`config.mk`:
```
export PLATFORM = sky130hd
export DESIGN_NAME = fetch_boot_unit
export DESIGN_NICKNAME = d
export VERILOG_FILES = /design/src/rtl/fetch_boot_unit.sv
export SDC_FILE = /design/constraint.sdc
export NUM_CORES = 1
export LEC_CHECK = 0
export BUFFER_PORTS_ARGS = -buffer_cell sky130_fd_sc_hd__buf_2
export CAP_MARGIN = 5
export CELL_PAD_IN_SITES_DETAIL_PLACEMENT = 0
export CELL_PAD_IN_SITES_GLOBAL_PLACEMENT = 1
export CORE_MARGIN = 2
export CORE_UTILIZATION = 32
export CTS_CLUSTER_SIZE = 10
export DETAILED_ROUTE_END_ITERATION = 8
export PLACE_DENSITY = 0.84
export SYNTH_ARGS = -nofsm -noshare
export SYNTH_HDL_FRONTEND = slang
export SYNTH_SLANG_ARGS = --single-unit
```
`constraint.sdc`:
```
create_clock -name clock -period 2 [get_ports clock]
set_clock_uncertainty 0.1 [all_clocks]
set_input_delay 0.2 -clock clock [delete_from_list [all_inputs] [get_ports clock]]
set_output_delay 0.2 -clock clock [all_outputs]
set_load 0.03 [all_outputs]
```
`src/rtl/fetch_boot_unit.sv`:
```
// Boot loader plus instruction-fetch front end: copies BOOT_WORDS words into imem, then runs PC/IF-ID.
// Optional boot idle timeout is built when FETCH_BOOT_TIMEOUT_EN is defined.
module fetch_boot_unit #(
    parameter int ADDR_W = 32,
    parameter int DATA_W = 32,
    parameter int BOOT_WORDS = 16,
    parameter logic [ADDR_W-1:0] BOOT_BASE = '0,
    parameter logic [ADDR_W-1:0] RESET_PC = '0,
    parameter int BOOT_TIMEOUT = 64
) (
    input  logic                            clock,
    input  logic                            reset,
    input  logic                            boot_valid,
    input  logic [DATA_W-1:0]               boot_data,
    output logic                            boot_ready,
    output logic [ADDR_W-1:0]               imem_addr,
    output logic [DATA_W-1:0]               imem_wdata,
    output logic                            imem_we,
    output logic                            imem_oe,
    input  logic [DATA_W-1:0]               imem_rdata,
    input  logic                            stall,
    input  logic                            branch_taken,
    input  logic [ADDR_W-1:0]               branch_target,
    input  logic                            halt_req,
    output logic                            on_bios,
    output logic [$clog2(BOOT_WORDS+1)-1:0] boot_count,
    output logic [ADDR_W-1:0]               if_pc,
    output logic [ADDR_W-1:0]               if_pcpp,
    output logic [DATA_W-1:0]               if_instruction,
    output logic                            if_valid,
    output logic                            boot_timeout,
    output logic [1:0]                      fsm_state
);
    localparam int CNT_W = $clog2(BOOT_WORDS + 1);

    typedef enum logic [1:0] {IDLE, BOOT, RUN, HALT} state_t;

    state_t             state, state_next;
    logic [ADDR_W-1:0]  pc, pc_next;
    logic [CNT_W-1:0]   count_next;
    logic               accept, last_word, timeout_hit;
    logic               if_load, if_clear;

    // Boot handshake: a word transfers on every rising clock edge where
    // boot_valid and boot_ready are both high; boot_ready is high exactly in BOOT.
    assign boot_ready = (state == BOOT);
    assign accept     = boot_ready && boot_valid;
    assign last_word  = accept && (boot_count == CNT_W'(BOOT_WORDS - 1));
    assign on_bios    = (state == IDLE) || (state == BOOT);
    assign imem_wdata = boot_data;
    assign fsm_state  = state;

`ifdef FETCH_BOOT_TIMEOUT_EN
    localparam int TO_W = $clog2(BOOT_TIMEOUT + 1);
    logic [TO_W-1:0] idle_count;
    logic            timeout_flag;

    assign timeout_hit  = (state == BOOT) && !boot_valid && (idle_count == TO_W'(BOOT_TIMEOUT - 1));
    assign boot_timeout = timeout_flag;

    always_ff @(posedge clock or negedge reset) begin
        if (!reset) begin
            idle_count   <= '0;
            timeout_flag <= 1'b0;
        end else begin
            if (state == BOOT && !boot_valid && !timeout_hit)
                idle_count <= idle_count + 1'b1;
            else
                idle_count <= '0;
            if (timeout_hit)
                timeout_flag <= 1'b1;
        end
    end
`else
    // Never fires in this build; BOOT waits for the full image.
    assign timeout_hit  = (BOOT_TIMEOUT < 0);
    assign boot_timeout = 1'b0;
`endif

    always_comb begin
        state_next = state;
        pc_next    = pc;
        count_next = boot_count;
        if_load    = 1'b0;
        if_clear   = 1'b0;
        imem_addr  = pc;
        imem_we    = 1'b0;
        imem_oe    = 1'b0;
        case (state)
            IDLE: state_next = BOOT;
            BOOT: begin
                imem_addr = BOOT_BASE + ADDR_W'(boot_count);
                imem_we   = accept;
                if (accept)
                    count_next = boot_count + 1'b1;
                if (last_word || timeout_hit) begin
                    state_next = RUN;
                    pc_next    = RESET_PC;
                end
            end
            RUN: begin
                imem_oe = 1'b1;
                // Redirect beats halt beats stall.
                if (branch_taken) begin
                    pc_next  = branch_target;
                    if_clear = 1'b1;
                end else if (halt_req) begin
                    state_next = HALT;
                    if_clear   = 1'b1;
                end else if (!stall) begin
                    if_load = 1'b1;
                    pc_next = pc + 1'b1;
                end
            end
            HALT: state_next = HALT;
            default: state_next = IDLE;
        endcase
    end

    always_ff @(posedge clock or negedge reset) begin
        if (!reset) begin
            state      <= IDLE;
            pc         <= RESET_PC;
            boot_count <= '0;
        end else begin
            state      <= state_next;
            pc         <= pc_next;
            boot_count <= count_next;
        end
    end

    always_ff @(posedge clock or negedge reset) begin
        if (!reset) begin
            if_pc          <= '0;
            if_pcpp        <= '0;
            if_instruction <= '0;
            if_valid       <= 1'b0;
        end else if (if_clear) begin
            if_valid <= 1'b0;
        end else if (if_load) begin
            if_instruction <= imem_rdata;
            if_pc          <= pc;
            if_pcpp        <= pc + 1'b1;
            if_valid       <= 1'b1;
        end
    end
endmodule

```
[Word-level counts from Yosys, hierarchy flattened]
Cells that the tools add are included.
Word-level totals
  register bits: 136
  bits of input ports: 102
  output and inout bits: 173
  logic and storage cells: 50
Operators by class
  add/sub/neg operators: 2
  equality and inequality tests: 9
  muxes and demuxes: 21
  bitwise logic cells: 1
  reduce and logical (&&, ||, !) cells: 10
Operators with widths (number)
  32-bit two-way mux: 5
  32-bit case mux with 2 select lines: 1
  32-bit by 1-bit adder with 32-bit output (second input constant): 1
  1-bit two-way mux: 11
  2-bit case mux with 4 select lines: 1
  2-bit two-way mux: 3
  3-bit != test (second input constant): 2
  5-bit by 1-bit adder with 5-bit output (second input constant): 1
  5-bit by 4-bit == test with 1-bit output (second input constant): 1
  2-bit == test (second input constant): 2
  2-bit != test (second input constant): 2
  2-bit AND reduction: 2
  4-bit AND reduction: 1
  2-bit nonzero test: 2
  3-bit AND reduction: 1
  2-bit by 1-bit == test with 1-bit output (second input constant): 1
  1-bit logical AND: 2
  2-bit zero test: 1
  2-bit by 1-bit != test with 1-bit output (second input constant): 1
  1-bit logical OR: 1
  1-bit NOT: 1

[Logic depth before layout (Yosys ltp)]
  word-level depth: 6
  mapped depth: 9
  gate-level depth less buffers: 7

[Worst setup path before layout]
OpenSTA, ideal clock, no wires.
  path kind: register to register
  from: register boot_count[0]
  to: register pc[30]
  setup time: 104 ps
  arrival: 1957 ps
  data required time: 1796 ps
  slack: -161 ps
  stages on the path, launching flop included: 10
  buffers on the path: 2
  cell sequence: dfrtp_1 ha_1 and3_1 ha_1 nand3_1 and2_1 clkbuf_1 clkbuf_1 a22oi_1 o311ai_1
On the way
  cells in the longest elaborated chain, start to end: 4
RTL lines
  start: declaration: line 26  | output logic [$clog2(BOOT_WORDS+1)-1:0] boot_count,
  start signal: assignment: line 128  | boot_count <= count_next;
  5-bit by 4-bit == test with 1-bit output: line 48  | assign last_word = accept && (boot_count == CNT_W'(BOOT_WORDS - 1));
  1-bit logical AND: line 48
  2-bit by 1-bit != test with 1-bit output (no source line)
  4-bit AND reduction (no source line)
  end signal: assignment: line 127  | pc <= pc_next;
  end: declaration: line 39  | logic [ADDR_W-1:0] pc, pc_next;
Every way passes these cells.
A chain may end at the register's enable or synchronous reset.

[Final worst setup path]
  from: register state[1] (netlist: fsm_state[1])
  to: output port imem_we
On the way
  cells in the longest elaborated chain, start to end: 3
RTL lines
  start: declaration: line 38  | state_t state, state_next;
  start signal: assignment: line 126  | state <= state_next;
  2-bit by 1-bit == test with 1-bit output (*): line 46, 89
  1-bit logical AND: line 47  | assign accept = boot_ready && boot_valid;
  1-bit two-way mux (*): line 89  | case (state)
  end: declaration: line 18  | output logic imem_we,
Every way passes the cells marked *; elsewhere a longest branch is shown, timed or not.

==> impl_summary.log <==
[metrics] run status: completed
[metrics] detailed-route vias per instance: 4.78
[metrics] Largest delay share family, worst path: buffers and inverters
[metrics] final number of hold-violating endpoints: 0
[metrics] critical-path maximum fanout: 11
[metrics] aggregate global routing overflow: 0
[metrics] TritonCTS buffer count: 17
[metrics] mux contribution to synthesized area: 0.433%
[metrics] Worst Setup Start Kind: flop
[metrics] placeable core area: 21200 um^2
[metrics] Max Cap Viol: 0
[metrics] global routing usage on met3: 4.43%
[metrics] sequential cell area: 3410 um^2
[metrics] total cell area at the placement stage: 8440 um^2
[metrics] met1 routing resource usage after global routing: 25.4%
[metrics] Synth Net Count: about 900
[metrics] vias in the first global route: 6205
[metrics] clk buf depth: 2
[metrics] Tightest Pin Transition: 0.552 ns
[metrics] Post-Route Utilization: 46.0%
[metrics] Hold/Removal Path Class: in -> reg
[metrics] minimum clock period: 1.89 ns
[metrics] Chip Width: 151 um
[metrics] number of filler instances in the final layout: between 2000 and 2500
[metrics] Die Outline Area: 22900 um^2
[metrics] post-synthesis compound-gate area fraction: roughly a tenth
[metrics] total number of yosys warnings: 0
[metrics] placer congestion estimate: 0.815
[metrics] post-synthesis share of cell area spent on and, or, nand and nor gates: 28.7%
[metrics] worst IR drop on VDD: 0.000568 V
[metrics] PD cells: ~990 nW/um^2
[metrics] setup TNS: 0 ns
[metrics] overall routing resource usage: 19.0%
[metrics] TritonCTS clock tree: built
[metrics] Synth async-reset ratio: 100%
[metrics] number of distinct standard cells referenced by the synthesized netlist: 55
[metrics] area of combinational cells with multiple inputs: 3050 um^2
[metrics] crit-path cells: inv_4, nand2_1, inv_4, nand2_1, inv_1, clkbuf_4
[metrics] synthesized-area fraction occupied by adder cells: 0.541%
[metrics] final critical-path share of the clock period: 94.7%
[metrics] Buffers & Inverters on Critical Path: 4
[metrics] required time reported for the critical path endpoint: between 1.5 and 2 ns
[metrics] timing-limited maximum frequency: 0.528 GHz
[metrics] global-route met2 utilization: between 30% and 40%
[metrics] relative max-transition margin: 63.2%
[metrics] Synth-to-Final Area Change: 40.2%
[metrics] number of port buffers: between 200 and 250
[metrics] post-synthesis sequential element count: 136
[metrics] post-route ant nets: 0
[metrics] overall via count from detail_route: 6453
[metrics] global-route wire length before repair: ~34 mm
[metrics] post-route cell area: 9730 um^2
[metrics] Crit Path Category: reg -> out
[metrics] Worst path slowest cell: dfrtp_2
[metrics] busiest layer in global routing: met2
[metrics] maximum number of pins on one net before global-route repair: 52
[metrics] Max H-tree Level: 4
[metrics] highest cell delay on the worst timing path: 0.43 ns
[metrics] router iterations before antenna repair: 5
[metrics] data arrival time of the critical path: 1.59 ns
[metrics] synthesized area: between 6000 and 7000 um^2
[metrics] clock-pin transition on the worst setup and hold timing paths: 0.06 ns
[metrics] Die Y-Extent: 151 um
[metrics] Worst Setup End Kind: output port
[metrics] post-detailed-route DRC marker count: 0
[metrics] per-instance average area after synthesis: 8.68 um^2
[metrics] routed length per instance: 16.2 um
[metrics] sequential share of the synthesized area: 49.1%
[metrics] dominant combinational cell family by area after synthesis: simple AND/OR/NAND/NOR gates
[metrics] hold_ws: 0.0156 ns
[metrics] number of slew-limit violations in the final report: 0
[metrics] number of setup violations in the final report: 0
[metrics] Clock Sinks: 136
[metrics] share of final-layout standard cells stronger than drive strength 1: 32.0%
[metrics] final total power: 9.59 mW
[metrics] clock insertion delay at the later pin of the skew report: roughly 0.41 ns
[metrics] initial antenna violation count: 1
[metrics] total routed wirelength: between 20 and 25 mm
[metrics] fraction of synthesized cell area in xor and xnor cells: 3.91%
[metrics] number of DRC violations after detailed-routing iteration 0: 451
[metrics] leakage power of the design: 5.05 nW
[metrics] IO Pins: 275
[metrics] Initial Utilization: 32.8%
[metrics] number of enable-type register cells in the synthesized netlist: 0
[metrics] post-DP HPWL: approximately 16 mm
[metrics] Top FF cell, synth: dfrtp_1
[metrics] Root Buffer Master: clkbuf_16
[metrics] number of standard cells after synthesis: 799
[metrics] Post-layout nets: roughly 1200
[metrics] number of cell rows: 53
-- state kept, by name, indices dropped and copies added, names as in the netlist --
name / count
boot_count: 5
if_pc: 32
if_instruction: 32
if_valid: 1
fsm_state: 2
pc: 32
if_pcpp: 32
-- routing by layer --
metal | part of all wire (%) | routed length (um)
met5 | 0 | 0
met4 | 2.3 | 505
met3 | 5.8 | 1270
met2 | 47 | 10300
met1 | 45 | 9740
-- cells in the mapped netlist, types with 4 or more instances --
cell / count / area (um^2)
nand3_1: 22 / 110
o21ai_1: 37 / 185
o21ai_0: 23 / 115
nor3_1: 8 / 40.0
nand4_1: 11 / 68.8
nand2_1: 271 / 1020
o211ai_1: 4 / 30.0
nor4_1: 7 / 43.8
o311ai_1: 6 / 52.6
nor4_4: 5 / 106
or3_1: 4 / 25.0
buf_4: 35 / 263
xnor2_1: 19 / 166
and3_1: 5 / 31.3
nor2_1: 29 / 109
xor2_1: 12 / 105
a21oi_1: 21 / 105
nor2b_1: 25 / 156
a221o_1: 4 / 40.0
clkbuf_1: 26 / 97.6
dfrtp_1: 136 / 3400
a22oi_1: 6 / 45.0
buf_2: 27 / 135
inv_1: 5 / 18.8
-- final cells by class --
| cell class | count | area share [%] |
|---|---|---|
| antenna | 1 | 0.0257 |
| clock buffer | 21 | 4.84 |
| clock inverter | 11 | 1.99 |
| inverter | 8 | 0.386 |
| multi-input combinational | 565 | 31.4 |
| sequential | 136 | 35.1 |
| tap | 275 | 3.54 |
| timing repair buffer | 333 | 22.8 |
-- worst register-to-register path: stages (launching register included) --
cell,delay [ns]
dfrtp_1,0.36
buf_4,0.15
nand3_2,0.23
nor4_1,0.40
xnor2_1,0.17
nor2_1,0.08
a221o_1,0.28
-- report_power, final --
| part | internal, mW | total, mW | switching, mW |
|---|---|---|---|
| registers | 3.13 | 3.47 | 0.338 |
| logic | 0.931 | 2.59 | 1.66 |
| clock network | 2.31 | 3.53 | 1.22 |
| total | 6.38 | 9.59 | 3.22 |
-- what timing repair did --
| action | 4_1_cts | 5_1_grt |
|---|---|---|
| hold endpoints to repair | 103 | 0 |
| gates cloned | 0 | 0 |
| gates resized for setup | 3 | 10 |
| pin swaps | 0 | 1 |
| hold buffers | 56 | 0 |
| endpoints found under the setup margin | 24 | 43 |
| setup buffers | 0 | 2 |
-- metrics by stage --
step | setup slack (ns) | std cells
global placement | 0.105 | 1259
detailed placement | 0.0710 | 1259
CTS | 0.0245 | 1347
global route | -0.00205 | 1350
finish | 0.106 | 1350
floorplan | 0.00386 | 799
-- cell usage in the layout (no fill, tap or decap), types with 2 or more instances in the layout --
| cell | netlist | layout |
|---|---|---|
| a221o_1 | 4 | 4 |
| inv_1 | 5 | 5 |
| o211ai_1 | 4 | 4 |
| nand4_4 | 3 | 4 |
| o21ai_1 | 37 | 37 |
| inv_4 | 0 | 3 |
| xor2_1 | 12 | 12 |
| dfrtp_2 | 0 | 6 |
| clkinvlp_4 | 0 | 4 |
| nand3_1 | 22 | 21 |
| nor3_4 | 0 | 2 |
| bufinv_16 | 0 | 5 |
| a21oi_1 | 21 | 21 |
| nand3_2 | 3 | 3 |
| buf_4 | 35 | 61 |
| nor3_1 | 8 | 8 |
| nand2b_1 | 3 | 3 |
| clkbuf_8 | 0 | 3 |
| o311ai_1 | 6 | 6 |
| buf_2 | 27 | 207 |
| and3_1 | 5 | 5 |
| and2_4 | 0 | 2 |
| nor4_1 | 7 | 7 |
| o21ai_0 | 23 | 23 |
| nand2_1 | 271 | 271 |
| dlygate4sd3_1 | 0 | 56 |
| nor2_1 | 29 | 29 |
| nand4_1 | 11 | 11 |
| and4_1 | 3 | 2 |
| xnor2_1 | 19 | 19 |
| a22oi_1 | 6 | 6 |
| o31ai_1 | 3 | 3 |
| dfrtp_1 | 136 | 130 |
| nor2b_1 | 25 | 25 |
| mux2i_1 | 3 | 3 |
| buf_12 | 0 | 7 |
| nor4_4 | 5 | 5 |
| or3_1 | 4 | 4 |
| clkbuf_16 | 0 | 17 |
-- worst paths after layout --
| check | start | endpoint | slack, ns | cells after the start |
|---|---|---|---|---|
| worst min-delay path | branch_target[7] | pc[7] | 0.02 | 3 |
| max in group asynchronous | reset | if_pc[10] | 0.99 | 3 |
| worst max-delay path | fsm_state[1] | imem_we | 0.11 | 6 |
| worst max register to register | pc[0] | pc[13] | 0.11 | 6 |
| worst min register to register | if_instruction[6] | if_instruction[6] | 0.37 | 2 |
| min in group asynchronous | reset | if_pc[4] | 0.22 | 2 |
-- cell families (layout without fill, tap and decap cells) --
family / count (synthesis) / in the layout
compound gates: 112 / 112
flops: 136 / 136
xor+xnor: 31 / 31
fa+ha+maj: 3 / 3
mux: 3 / 3
other cells: 1 / 2
buf+inv: 98 / 373
simple gates: 415 / 415
(Power assumes the default switching activity.)
